### src/rtl/emitter_arbiter.sv
// emitter_arbiter: round-robin share of one serial output_emitter among
// NUM_REQ parallel-word producers. The word of the winning requester is
// captured, presented with a one-cycle load strobe, and the requester is
// acknowledged once the emitter reports serial completion.
// Optional watchdog: define EMITTER_ARB_TIMEOUT_EN to abandon a transfer whose
// completion never arrives within TIMEOUT_CYCLES wait cycles.
module emitter_arbiter #(
  parameter int NUM_REQ        = 4,
  parameter int OUTPUT_WIDTH   = 25,
  parameter int TIMEOUT_CYCLES = 64
) (
  input  logic                            fast_clk,
  input  logic                            reset,
  input  logic [NUM_REQ-1:0]              req,
  input  logic [NUM_REQ*OUTPUT_WIDTH-1:0] req_data,
  output logic [NUM_REQ-1:0]              grant,
  output logic [NUM_REQ-1:0]              ack,
  output logic [OUTPUT_WIDTH-1:0]         em_data,
  output logic                            em_ready,
  input  logic                            em_serial_done,
  output logic                            busy,
  output logic                            timeout_err
);

  localparam int IW = $clog2(NUM_REQ);

  typedef enum logic [2:0] {
    IDLE    = 3'd0,
    ISSUE   = 3'd1,
    WAIT_LO = 3'd2,
    WAIT_HI = 3'd3,
    RELEASE = 3'd4
  } state_t;

  state_t        state, state_n;
  logic [IW-1:0] cur, last, win;
  logic          any_req;
  logic          expired;

  // Round-robin pick: scan from last+1 upward (cyclic); descending loop so the
  // nearest candidate after last is the one that sticks.
  always_comb begin
    int t;
    win     = '0;
    any_req = |req;
    for (int k = NUM_REQ; k >= 1; k--) begin
      t = int'(last) + k;
      if (t >= NUM_REQ) t = t - NUM_REQ;
      if (req[t]) win = IW'(t);
    end
  end

`ifdef EMITTER_ARB_TIMEOUT_EN
  localparam int CW = $clog2(TIMEOUT_CYCLES + 1);
  logic [CW-1:0] cnt;

  // Wait-cycle counter: cleared while issuing, advances in both wait states.
  always_ff @(posedge fast_clk or posedge reset) begin
    if (reset)                                    cnt <= '0;
    else if (state == ISSUE)                      cnt <= '0;
    else if (state == WAIT_LO || state == WAIT_HI) cnt <= cnt + 1'b1;
  end

  // Limit is reached on the wait cycle whose edge brings cnt to TIMEOUT_CYCLES.
  assign expired = (cnt == CW'(TIMEOUT_CYCLES - 1));

  // Sticky error: set whenever a wait state falls straight back to IDLE.
  always_ff @(posedge fast_clk or posedge reset) begin
    if (reset) timeout_err <= 1'b0;
    else if ((state == WAIT_LO || state == WAIT_HI) && state_n == IDLE)
      timeout_err <= 1'b1;
  end
`else
  assign expired     = 1'b0;
  assign timeout_err = 1'b0;
`endif

  // Next-state logic; a completion seen in WAIT_HI beats an expiring watchdog.
  always_comb begin
    state_n = state;
    case (state)
      IDLE:    if (any_req) state_n = ISSUE;
      ISSUE:   state_n = WAIT_LO;
      WAIT_LO: if (!em_serial_done) state_n = WAIT_HI;
               else if (expired)    state_n = IDLE;
      WAIT_HI: if (em_serial_done)  state_n = RELEASE;
               else if (expired)    state_n = IDLE;
      RELEASE: state_n = IDLE;
      default: state_n = IDLE;
    endcase
  end

  // State, capture of the winner's word/index, and round-robin pointer.
  always_ff @(posedge fast_clk or posedge reset) begin
    if (reset) begin
      state   <= IDLE;
      cur     <= '0;
      last    <= IW'(NUM_REQ - 1);
      em_data <= '0;
    end else begin
      state <= state_n;
      if (state == IDLE && any_req) begin
        cur     <= win;
        em_data <= req_data[win*OUTPUT_WIDTH +: OUTPUT_WIDTH];
      end
      if (state != IDLE && state_n == IDLE) last <= cur;
    end
  end

  // Outputs decode directly from state so reset clears them immediately.
  always_comb begin
    busy     = (state != IDLE);
    em_ready = (state == ISSUE);
    grant    = busy ? (NUM_REQ'(1) << cur) : '0;
    ack      = (state == RELEASE) ? (NUM_REQ'(1) << cur) : '0;
  end

endmodule
### config.mk
export PLATFORM = sky130hd
export DESIGN_NAME = emitter_arbiter
export DESIGN_NICKNAME = d
export VERILOG_FILES = /design/src/rtl/emitter_arbiter.sv
export SDC_FILE = /design/constraint.sdc
export NUM_CORES = 1
export LEC_CHECK = 0
export ABC_AREA = 1
export BUFFER_PORTS_ARGS = -buffer_cell sky130_fd_sc_hd__buf_2
export CAP_MARGIN = 20
export CELL_PAD_IN_SITES_DETAIL_PLACEMENT = 1
export CELL_PAD_IN_SITES_GLOBAL_PLACEMENT = 1
export CORE_UTILIZATION = 28
export DETAILED_ROUTE_END_ITERATION = 7
export HOLD_SLACK_MARGIN = 0.15
export MAX_ROUTING_LAYER = met4
export PLACE_DENSITY = 0.75
export REMOVE_ABC_BUFFERS = 1
export SLEW_MARGIN = 10
export SYNTH_ARGS = -nofsm -noshare
export SYNTH_HDL_FRONTEND = slang
export SYNTH_SLANG_ARGS = --single-unit
### constraint.sdc
create_clock -name fast_clk -period 3.31 [get_ports fast_clk]
set_input_delay 0.4965 -clock fast_clk [delete_from_list [all_inputs] [get_ports fast_clk]]
set_output_delay 0.4965 -clock fast_clk [all_outputs]
set_load 0.01 [all_outputs]
==> Word level (Yosys, flattened, before mapping) <==
Index checks and enable logic that the tools add are counted.
{ "word_totals": {"output_inout_bits": 36, "register_bits": 32, "inputBits": 107, "elab_cells": 59} }
{ "op_classes": {"addsub": 8, "n_shift": 2, "muxes": 26, "magnitude_cmp": 8, "reduce_logical": 6, "n_eq_ne": 4, "mul": 1} }
{ "ops": {"columns": ["operator", "n"], "rows": [
  ["< comparator 32 x 4 -> 1 bit (second input constant)", 4],
  ["2-to-1 mux 32 bit", 4],
  ["indexed part select 100 x 8 -> 25 bit", 1],
  ["one-hot mux 3 bit (4 select lines)", 1],
  ["subtractor 3 x 3 -> 4 bit (second input constant)", 3],
  ["greater-or-equal comparator 3 bit (second input constant)", 3],
  ["2-to-1 mux 3 bit", 3],
  ["binary-select mux 1 bit (select 2 bit)", 4],
  ["2-to-1 mux 1 bit", 8],
  ["2-to-1 mux 2 bit", 4],
  ["2-to-1 mux 4 bit", 2],
  ["multiplier 2 x 5 -> 7 bit (second input constant)", 1],
  ["adder 2 x 2 -> 3 bit (second input constant)", 2],
  ["== test 3 x 2 -> 1 bit (second input constant)", 2],
  ["logical NOT 3 bit", 2],
  ["subtractor 4 x 3 -> 5 bit (second input constant)", 1],
  ["adder 2 x 3 -> 4 bit (second input constant)", 1],
  ["greater-or-equal comparator 4 x 3 -> 1 bit (second input constant)", 1],
  ["OR reduction 4 bit", 1],
  ["<< shifter 1 x 2 -> 4 bit (first input constant)", 1],
  ["adder 2 x 1 -> 3 bit (second input constant)", 1],
  ["== test 3 x 1 -> 1 bit (second input constant)", 1],
  ["== test 3 bit (second input constant)", 1],
  ["nonzero test 3 bit", 1],
  ["logical AND 1 bit", 2]
]} }

==> Longest topological paths before layout <==
{ "logic_depth": {"ltp_word": 12, "depth_mapped": 16, "depth_no_buf": 14} }

==> Worst setup path after synthesis <==
OpenSTA, ideal clock, no wires.
{ "synth_timing": {"kind": "reg-to-reg", "startpoint": "register last[0]", "endpoint": "register em_data[11]", "setup_time_ps": 124, "path_slack_ps": 1509, "arrival_time_ps": 1677, "path_stages_with_launch": 15, "n_path_buf": 2, "synth_period_minus_slack_ps": 1801, "required_time_ps": 3186, "path_cell_list": "dfstp_2 buf_6 inv_4 nand2_1 nand2_1 nand2_2 nand2_1 inv_2 nand2_1 nand2_2 nand2_2 buf_2 or2_1 nand3_1 nand3_1"} }
{ "synth_via": {"elab_chain_cells": 12, "word_cells_on_any_way": 34, "classes_between": "add/sub (8); mul (1); order compare (4); shift (1); mux (20)"} }
{ "synth_rtl": {"columns": ["element", "line", "text"], "rows": [
  ["start, declared", "36", "logic [IW-1:0] cur, last, win;"],
  ["start signal, assigned", "98", "last <= IW'(NUM_REQ - 1);"],
  ["start signal, assigned", "106", "if (state != IDLE && state_n == IDLE) last <= cur;"],
  ["adder 2 x 3 -> 4 bit", "47", "t = int'(last) + k;"],
  ["subtractor 4 x 3 -> 5 bit or greater-or-equal comparator 4 x 3 -> 1 bit (tied branches)", "48", "if (t >= NUM_REQ) t = t - NUM_REQ;"],
  ["2-to-1 mux 32 bit", "48", null],
  ["binary-select mux 1 bit (select 2 bit)", "49", "if (req[t]) win = IW'(t);"],
  ["2-to-1 mux 1 bit (implied by the code) (2 in series)", "49", null],
  ["2-to-1 mux 2 bit (3 in series)", "49", null],
  ["2-to-1 mux 2 bit (*)", "49", null],
  ["multiplier 2 x 5 -> 7 bit (*)", "104", "em_data <= req_data[win*OUTPUT_WIDTH +: OUTPUT_WIDTH];"],
  ["indexed part select 100 x 8 -> 25 bit (*)", "104", null],
  ["end signal, assigned", "104", null],
  ["end, declared", "18", "output logic [OUTPUT_WIDTH-1:0] em_data,"]
]} }
Mark *: on every way between the ends. The rest lies on a longest branch, timed or not. The select of a mux whose other input is x is not followed.
A chain may end at the register's enable or synchronous reset.

==> Worst setup path in the final report <==
{ "layout_timing": {"startpoint": "register last[0]", "endpoint": "register em_data[1]"} }
The elaborated chain is that of the path after synthesis.

==> impl_metrics.json <==
{
  "ctsLongestPathBuffers": 2,
  "antenna-diode-count": 0,
  "cts.sinks": 32,
  "final_max_slew_viol_count": 0,
  "critPathSlowestCell": "sky130_fd_sc_hd__dfstp_2",
  "pre_cts_slack_ns": 0.788,
  "final_net_count": 684,
  "hp_class": "primary input to asynchronous set/reset pin",
  "share_of_the_synthesized_area_in_the_top_cell_type_pct": 28.6,
  "critical_path.most_common_cell": "sky130_fd_sc_hd__nand2_1",
  "grt_max_degree": 38,
  "globalRouteOverflowTotal": 0,
  "dieHeight_um": 98.8,
  "cts_hold_repair.buffers": 0,
  "layout_common_cells": "sky130_fd_sc_hd__nand2_1, sky130_fd_sc_hd__buf_2, sky130_fd_sc_hd__nand3_1, sky130_fd_sc_hd__inv_1, sky130_fd_sc_hd__dfrtp_1",
  "grt_setup_unrepaired": "no",
  "first_global_vias": 3190,
  "core_area_um2": 8890,
  "worst_skew_pair_later_pin_latency_ns": 0.28,
  "synth_top_cells_by_area": "sky130_fd_sc_hd__dfrtp_1, sky130_fd_sc_hd__nand2_1, sky130_fd_sc_hd__nand3_1",
  "power.leakage_uw": 0.00221,
  "place_congestion": 0.786,
  "arrival_time_at_the_worst_endpoint_ns": 2.69,
  "die-area_um2": 9770,
  "end_kind": "register",
  "period_needed_ns": 2.52,
  "cp_top_family": "simple AND/OR/NAND/NOR gates",
  "finalHoldViolations": 0,
  "avgRoutedWirePerCell_um": 12.6,
  "synth_async_reset_ratio_pct": 100,
  "yosys.area.top_type": "sky130_fd_sc_hd__dfrtp_1",
  "synthCells": 446,
  "critical_path_required_ns": 3.47,
  "cells_resized_by_post_cts_repair": 0,
  "num_rows": 34,
  "mostFrequentLayoutCell": "sky130_fd_sc_hd__nand2_1",
  "grt_first_pass_wirelength_mm": 14.4,
  "start_util_pct": 29.5,
  "drt.antenna.violating_nets": 0,
  "max_stage_delay_ns": 0.64,
  "fillerInstances": 1256,
  "synth-edff-count": 0,
  "port_buffers": 141,
  "cts_made_buffers": 5,
  "power.density_cell_area_nw_per_um2": 998,
  "timing.critical_path.buf_inv": 2,
  "ys_seq_elements": 32,
  "first_pass_iters": 4,
  "hpwl_mm": 6.76,
  "io-pin-count": 143,
  "crit_chain": "inv_4 > nand2_1 > nand2_1 > nand2_1 > nand2_1 > nand2_1 > nand3_2 > nand2_2 > buf_4 > nand2_1 > nand3_1 > nand2_1 > nand2_1 > nand2_1",
  "status": "completed",
  "routed-via-count": 3131,
  "postRouteWirelength_mm": 8.65,
  "synth_cell_types": 30,
  "synth_sequential_area_ratio_pct": 30.6,
  "synth_area_um2": 2630,
  "worst_setup_path_start_kind": "register",
  "clock.fmax_ghz": 0.396,
  "synthFlopType": "sky130_fd_sc_hd__dfrtp_1",
  "clkTransAtPathRegs_ns": 0.06,
  "crit_fanout": 37,
  "dieWidth_um": 98.8,
  "drt-initial-drc-count": 40,
  "final_std_cells_w_o_fill": 686,
  "antenna_found_initial": 0,
  "syn_avg_cell_area_um2": 5.89,
  "period_share_pct": 76.2,
  "yosys_warnings": 0,
  "timing.max_cap.violations": 0,
  "critPathKind": "register to register",
  "drive_above_1_share_pct": 29.1,
  "timing_worst_slew_pin_value_ns": 0.687,
  "syn_to_final_growth_pct": 32.3,
  "setup_slack_ns": 0.786,
  "slew_margin_rel_pct": 54.1,
  "vdd.ir_drop.worst_uv": 385,
  "worst_clock_skew_ns": 0.00264,
  "post-place-cells": 678,
  "grtUsageTotal_pct": 18.7,
  "post_drt_via_cell_ratio": 4.56,
  "post-cts-setup-buffer-count": 0,
  "h-tree-depth": 2,
  "clock_tree_from_tritoncts": "built",
  "post-route-drc-count": 0,
  "finalSetupViolCount": 0,
  "cts.root.buffer_cell": "sky130_fd_sc_hd__clkbuf_8",
  "finalSetupTns_ns": 0
}
-- power by group --
group / internal [µW] / leakage, µW / switching, µW / total, µW
combinational: 835 / 0.00178 / 1590 / 2430
clock: 169 / 0.0000455 / 134 / 304
sequential: 597 / 0.000391 / 139 / 736
total: 1600 / 0.00221 / 1860 / 3470
-- cells by family (layout without fill, tap and decap cells) --
| kind of cell | count (synthesis) | in the layout | share of synthesized area [%] |
|---|---|---|---|
| buffers and inverters | 119 | 251 | 18.7 |
| AO/OA/AOI/OAI | 7 | 7 | 1.52 |
| AND/OR/NAND/NOR | 287 | 287 | 49.1 |
| flip-flops | 32 | 32 | 30.6 |
| other | 1 | 1 | 0.143 |
-- synthesized netlist by cell type, types with 4 or more instances --
cell type	instances
sky130_fd_sc_hd__or2_1	9
sky130_fd_sc_hd__nor3_1	8
sky130_fd_sc_hd__buf_2	14
sky130_fd_sc_hd__dfrtp_1	30
sky130_fd_sc_hd__nand3_1	95
sky130_fd_sc_hd__nand2_1	150
sky130_fd_sc_hd__or2_0	10
sky130_fd_sc_hd__nor2_1	5
sky130_fd_sc_hd__buf_4	4
sky130_fd_sc_hd__inv_1	91
-- worst register-to-register path, cell delays in order (launching register included) --
cell and delay (ns):
sky130_fd_sc_hd__dfstp_2 0.64, sky130_fd_sc_hd__inv_4 0.09, sky130_fd_sc_hd__nand2_1 0.07, sky130_fd_sc_hd__nand2_1 0.08, sky130_fd_sc_hd__nand2_1 0.10, sky130_fd_sc_hd__nand2_1 0.06
sky130_fd_sc_hd__nand2_1 0.10, sky130_fd_sc_hd__nand3_2 0.09, sky130_fd_sc_hd__nand2_2 0.45, sky130_fd_sc_hd__buf_4 0.38, sky130_fd_sc_hd__nand2_1 0.09, sky130_fd_sc_hd__nand3_1 0.08
sky130_fd_sc_hd__nand2_1 0.06, sky130_fd_sc_hd__nand2_1 0.06, sky130_fd_sc_hd__nand2_1 0.07
-- layer usage --
metal | vias to the layer above | routed length (µm) | track usage, %
met5 | - | 0 | -
li1 | 1598 | - | -
met4 | 0 | 124 | 5.51
met2 | 80 | 4480 | 33.4
met3 | 14 | 382 | 3.19
met1 | 1439 | 3650 | 21.4
-- sequential cells by signal, indices dropped and copies added (netlist names) --
signal and cells:
last 2, state 3, em_data 25, cur 2
-- metrics by stage --
step           utilization, %  hold WS (ns)  power [µW]  area, µm²
3_3_place_gp             38.1         0.460        3130       3380
5_1_grt                  39.1         0.346        3900       3470
3_5_place_dp             38.1         0.472        3210       3380
2_1_floorplan               -         0.495        2360       2500
6_report                 39.1         0.300        3470       3470
4_1_cts                  39.1         0.311        3530       3470
-- path summary, 6_finish.rpt --
path | slack [ns] | from | endpoint | depth (start not counted)
worst max-delay path | 0.79 | last[0]$_DFFE_PP1P_ | em_data[1]$_DFFE_PP0P_ | 14
worst min-delay path | 0.30 | reset | state[2]$_DFF_PP0_ | 3
worst max register to register | 0.79 | last[0]$_DFFE_PP1P_ | em_data[1]$_DFFE_PP0P_ | 14
worst min register to register | 0.48 | em_data[4]$_DFFE_PP0P_ | em_data[4]$_DFFE_PP0P_ | 2
max in group asynchronous | 2.68 | reset | last[0]$_DFFE_PP1P_ | 3
min in group fast_clk | 0.42 | em_serial_done | state[0]$_DFF_PP0_ | 2
-- layout make-up --
type / instances / area (µm²) / area share (%)
clock buffers: 8 / 90.1 / 2.59
inverters: 96 / 363 / 10.4
multi-input cells: 295 / 1330 / 38.4
flip-flops and latches: 32 / 803 / 23.1
well taps: 108 / 135 / 3.89
repair buffers: 147 / 751 / 21.6
Power figures use the tool's default switching activity.
